**config.mk**
```make
export PLATFORM = sky130hd
export DESIGN_NAME = tst_dout_stats_src
export DESIGN_NICKNAME = d
export VERILOG_FILES = /design/src/rtl/tst_dout_pkg.sv /design/src/rtl/tst_dout_win_acc.sv /design/src/rtl/tst_dout_stats_src.sv
export SDC_FILE = /design/constraint.sdc
export NUM_CORES = 1
export LEC_CHECK = 0
export CAP_MARGIN = 20
export CORE_MARGIN = 2
export CORE_UTILIZATION = 35
export DETAILED_ROUTE_END_ITERATION = 16
export HOLD_SLACK_MARGIN = 0.15
export SETUP_SLACK_MARGIN = 0.1
export SLEW_MARGIN = 20
export SYNTH_ARGS = -nofsm -noshare
export SYNTH_HDL_FRONTEND = slang
export SYNTH_SLANG_ARGS = --single-unit
```
**constraint.sdc**
```tcl
create_clock -name clk -period 4.9 [get_ports clk]
set_input_delay 0.735 -clock clk [delete_from_list [all_inputs] [get_ports clk]]
set_output_delay 0.735 -clock clk [all_outputs]
set_load 0.01 [all_outputs]
```
**src/rtl/tst_dout_pkg.sv**
```systemverilog
// tst_dout_pkg: shared widths, window constants and FSM encoding for the tst_dout statistics source.
package tst_dout_pkg;
    localparam int WIN   = 64;
    localparam int CNT_W = 7;
    localparam int IDL_W = 12;
    localparam int LAT_W = 16;
    localparam int TOT_W = 48;
    localparam int WC_W  = 6;
    localparam logic [WC_W-1:0] FLUSH_LAST = 6'd63;
    typedef enum logic [2:0] {
        S_IDLE  = 3'd0,
        S_WAIT  = 3'd1,
        S_RUN   = 3'd2,
        S_FLUSH = 3'd3,
        S_DONE  = 3'd4
    } state_t;
endpackage

```
**src/rtl/tst_dout_win_acc.sv**
```systemverilog
// tst_dout_win_acc: per-window sample/error/idle accumulators with a held snapshot and toggle strobe.
module tst_dout_win_acc
    import tst_dout_pkg::*;
(
    input  logic             clk,
    input  logic             rst,
    input  logic             clr,
    input  logic             publish,
    input  logic [2:0]       inc,
    output logic [CNT_W-1:0] cnt,
    output logic [CNT_W-1:0] err,
    output logic [IDL_W-1:0] idl,
    output logic             tgl
);
    logic [CNT_W-1:0] a_cnt, a_err, a_idl;
    logic [CNT_W-1:0] n_cnt, n_err, n_idl;
    always_comb begin
        n_cnt = a_cnt + CNT_W'(inc[0]);
        n_err = a_err + CNT_W'(inc[1]);
        n_idl = a_idl + CNT_W'(inc[2]);
    end
    // the snapshot takes the publishing cycle's contribution so boundary samples land exactly once
    always_ff @(posedge clk or posedge rst) begin
        if (rst) begin
            {a_cnt, a_err, a_idl, cnt, err, idl, tgl} <= '0;
        end else if (clr) begin
            {a_cnt, a_err, a_idl} <= '0;
        end else if (publish) begin
            cnt <= n_cnt;
            err <= n_err;
            idl <= IDL_W'(n_idl);
            tgl <= ~tgl;
            {a_cnt, a_err, a_idl} <= '0;
        end else begin
            a_cnt <= n_cnt;
            a_err <= n_err;
            a_idl <= n_idl;
        end
    end
endmodule

```
**src/rtl/tst_dout_stats_src.sv**
```systemverilog
// tst_dout_stats_src: windowed test statistics with toggle-strobed snapshots for a slow-clock accumulator.
module tst_dout_stats_src #(
    parameter int WIN   = tst_dout_pkg::WIN,
    parameter int N_SMP = 2**20,
    parameter int TOT_W = tst_dout_pkg::TOT_W
) (
    input  logic        clk,
    input  logic        rst,
    input  logic        test_en,
    input  logic        smp_vld_i,
    input  logic        smp_err_i,
    output logic        vld_o,
    output logic [6:0]  cnt_o,
    output logic [6:0]  err_o,
    output logic [11:0] idl_o,
    output logic [15:0] lat_o,
    output logic        done_o
);
    import tst_dout_pkg::*;
    localparam logic [WC_W-1:0]  W_LAST = WC_W'(WIN - 1);
    localparam logic [TOT_W-1:0] T_LAST = TOT_W'(N_SMP - 1);
    state_t state, nxt;
    logic [1:0] ten_q;
    logic ten_d, start, stop, act, hit, publish, clr;
    logic [2:0] inc;
    logic [WC_W-1:0] wcnt;
    logic [TOT_W-1:0] total;
    logic [LAT_W-1:0] lat_ctr;
    always_comb begin
        start   = ten_q[1] && !ten_d;
        stop    = !ten_q[1] && ten_d;
        act     = state == S_WAIT || state == S_RUN;
        hit     = act && smp_vld_i && total == T_LAST;
        publish = act && (wcnt == W_LAST || hit || stop);
        clr     = state == S_IDLE && start;
        inc     = act ? {state == S_RUN && !smp_vld_i, smp_vld_i && smp_err_i, smp_vld_i} : 3'b000;
        nxt     = state;
        case (state)
            S_IDLE:  nxt = start ? S_WAIT : S_IDLE;
            S_WAIT:  nxt = stop ? S_IDLE : hit ? S_FLUSH : smp_vld_i ? S_RUN : S_WAIT;
            S_RUN:   nxt = stop ? S_IDLE : hit ? S_FLUSH : S_RUN;
            S_FLUSH: nxt = stop ? S_IDLE : wcnt == FLUSH_LAST ? S_DONE : S_FLUSH;
            S_DONE:  nxt = stop ? S_IDLE : S_DONE;
            default: nxt = S_IDLE;
        endcase
    end
    // wcnt doubles as the quiet-cycle counter once the final partial window is out
    always_ff @(posedge clk or posedge rst) begin
        if (rst) begin
            state   <= S_IDLE;
            ten_q   <= '0;
            ten_d   <= 1'b0;
            wcnt    <= '0;
            total   <= '0;
            lat_ctr <= '0;
            lat_o   <= '0;
            done_o  <= 1'b0;
        end else begin
            ten_q  <= {ten_q[0], test_en};
            ten_d  <= ten_q[1];
            state  <= nxt;
            done_o <= !stop && ((state == S_FLUSH && wcnt == FLUSH_LAST) || state == S_DONE);
            if (publish) lat_o <= lat_ctr;
            if (clr) begin
                wcnt    <= '0;
                total   <= '0;
                lat_ctr <= '0;
            end else if (act) begin
                wcnt  <= (hit || wcnt == W_LAST) ? '0 : wcnt + 1'b1;
                total <= total + TOT_W'(smp_vld_i);
                if (state == S_WAIT && !smp_vld_i && !(&lat_ctr)) lat_ctr <= lat_ctr + 1'b1;
            end else if (state == S_FLUSH) begin
                wcnt <= wcnt + 1'b1;
            end
        end
    end
    tst_dout_win_acc u_acc (
        .clk     (clk),
        .rst     (rst),
        .clr     (clr),
        .publish (publish),
        .inc     (inc),
        .cnt     (cnt_o),
        .err     (err_o),
        .idl     (idl_o),
        .tgl     (vld_o)
    );
endmodule

```
==> results.md <==
* Run status: finished clean
* Die H at 141 um
* Post-CTS Resized at 0
* Worst R2R Setup Slack at 1.66 ns
* Post-synthesis sequential area ratio at 0.516
* Largest net degree at the start of global routing at 66
* Worst R2R End: u_acc.idl[5]
* Vias in the first global route at 4535
* Fin. Hold Viols at 0
* CTS Buffer Depth at 2
* Max-slew headroom at 0.395
* Final setup vio count at 0
* Crit-path max FO at 31
* WP data required at 5.21 ns
* Mapped Area at 6590 sq um
* Nets@finish at 667
* Clock skew at 0.00938 ns
* RSZ-0062 raised after global routing: no
* Most common cell after layout, fill and taps aside: dfrtp_1
* CTS tree: done
* Largest family of logic cells by synthesized area: simple AND/OR/NAND/NOR gates
* All-Layer GR Usage at 0.149
* Pleak at 3.44 nW
* TNS Setup at 0 ns
* Worst Setup End Kind: register
* FF-to-FF Start: total[4]
* Initial Util at 0.355
* Synth Area in XOR/XNOR at 0.0837
* Latest clock arrival within the worst-skew pair at 0.42 ns
* Simple-Gate Fraction of Synth Area at 0.223
* R2R depth at 5
* Synth Instances at 612
* Total power at 3.18 mW
* Max_cap viols at 0
* Die Wd at 141 um
* Fmax achieved at 0.309 GHz
* PortBufs at 43
* Synth Register Bits at 136
* Commonest cells after routing, fill and taps aside: dfrtp_1 (136), nor2_1 (68), clkdlybuf4s50_1 (43)
* Post-cts hold buffer count at 0
* Worst hold path endpoint: ten_q[1]
* Drt wl/cell at 15.8 um
* Die area at 19900 sq um
* YS warnings at 0
* Vias/cell at 5.20
* Pwr/cell area at 408 nW/um^2
* Core Footprint at 18600 sq um
* Peak ir drop on the vdd network at 0.245 mV
* TritonRoute pass-1 iters at 5
* Hold Crit Start: ten_q[0]
* Initial antenna violation count at 0
* Period minus WS final at 3.24 ns
* Adder-Cell Fraction of Synth Area at 0.0190
* Critical Path Source Type: register
* Area growth, synth to finish at 18.3%
* Clock transition at path regs at 0.06 ns
* Hold Crit Class: register to register
* Antenna cells at 0
* Final ANT Viol Nets at 0
* Synth cell types at 46
* Dpl hpwl at 9590 um
* Final wirelength at 14200 um
* I/O pin count at 49
* Final Cycle Share at 0.660
* Compound-Gate Fraction of Synth Area at 0.0420
* First-pass GRT wire length at 23400 um
* Hold Path Depth at 0
* Kind of critical path: register to register
* Number of buffers created by CTS at 17
* Final GP Congestion at 0.834
* Initial drt markers at 315
* Proportion of synthesized area in mux cells at 0.0809
* Main synth FF type: dfrtp_1
* CTS H-tree depth at 4
* GRT overflow at 0
* Site Rows at 50
* Worst Tran Pin Value at 0.898 ns
* Async set-reset flop share out of synthesis at 1.00
* Sink Count at 136
* Vias at 4674
* Worst EP arrival at 3.54 ns
* Fin. max-slew vios at 0
* Layout cells sized above 1 at 0.117
* DRC violations left at 0
* Post-CTS Repair Setup Buffers at 0
* Syn_area_per_cell at 10.8 sq um
* EDFF count, synth at 0
* Root Driver: clkbuf_16
[state kept, by name (all words and copies together), names as in the netlist]
register,count
done_o,1
lat_ctr,16
lat_o,16
state,3
ten_d,1
ten_q,2
total,48
u_acc.a_cnt,7
u_acc.a_err,7
u_acc.a_idl,7
u_acc.cnt,7
u_acc.err,7
u_acc.idl,7
u_acc.tgl,1
wcnt,6
[synthesized netlist by cell type (all sizes together) (18+ instances only)]
| master | number | area share |
|---|---|---|
| dfrtp | 136 | 0.52 |
| nor2 | 68 | 0.039 |
| xnor2 | 37 | 0.049 |
| nand2 | 35 | 0.021 |
| nand3 | 35 | 0.027 |
| mux2 | 33 | 0.072 |
| nand4 | 27 | 0.027 |
| nor4 | 26 | 0.027 |
| xor2 | 26 | 0.035 |
| and3 | 22 | 0.021 |
| a21oi | 19 | 0.014 |
| clkbuf | 18 | 0.010 |
[routing by layer]
layer,vias up,track usage,share of wire
met1,2316,0.202,0.47
met2,114,0.232,0.47
li1,2228,-,-
met5,-,0,0
met3,16,0.0404,0.045
met4,0,0.0484,0.013
[worst max-delay path, stage by stage (launching register included)]
cell and delay (ns):
dfrtp_1 0.43, nand4_1 0.28, or4_1 0.80, or4_4 0.70, nand2_4 0.49, mux2_2 0.40
[per-stage QoR]
step	setup slack [ns]	area, sq um	utilization	instances	hold WS, ns
finish	1.66	7800	0.420	899	0.364
global placement	1.50	7180	0.386	866	0.339
detailed placement	1.39	7180	0.386	866	0.351
CTS	1.65	7790	0.419	898	0.365
global route	1.51	7800	0.420	899	0.375
floorplan	0.526	6610	-	616	0.331
[logic make-up (layout without fill, tap and decap cells)]
kind of cell,count (synthesis),after routing
compound gates,47,47
xor+xnor,63,63
fa+ha+maj,10,10
buf+inv,41,90
flops,136,136
mux,39,39
other cells,1,5
simple gates,275,275
[worst max-delay path by stage]
stage | depth (start not counted) | from | slack [ns] | end
floorplan | 1 | rst | 0.53 | done_o
global placement | 6 | smp_vld_i | 1.50 | u_acc.idl[5]
detailed placement | 8 | smp_vld_i | 1.39 | total[42]
CTS | 5 | total[4] | 1.65 | u_acc.idl[5]
global route | 5 | total[4] | 1.51 | u_acc.idl[5]
finish | 5 | total[4] | 1.66 | u_acc.idl[5]
[layout make-up]
type	instances	area (sq um)
well taps	234	293
clock inverters	11	148
flip-flops and latches	136	3400
inverters	10	40.0
fillers	1744	10800
clock buffers	21	460
repair buffers	48	468
multi-input cells	439	2980
[power by group]
part / switching [mW] / internal [mW]
Clock: 0.482 / 0.826
Sequential: 0.0917 / 1.23
Combinational: 0.288 / 0.261
Note: power is estimated with default switching activity, not from simulation.
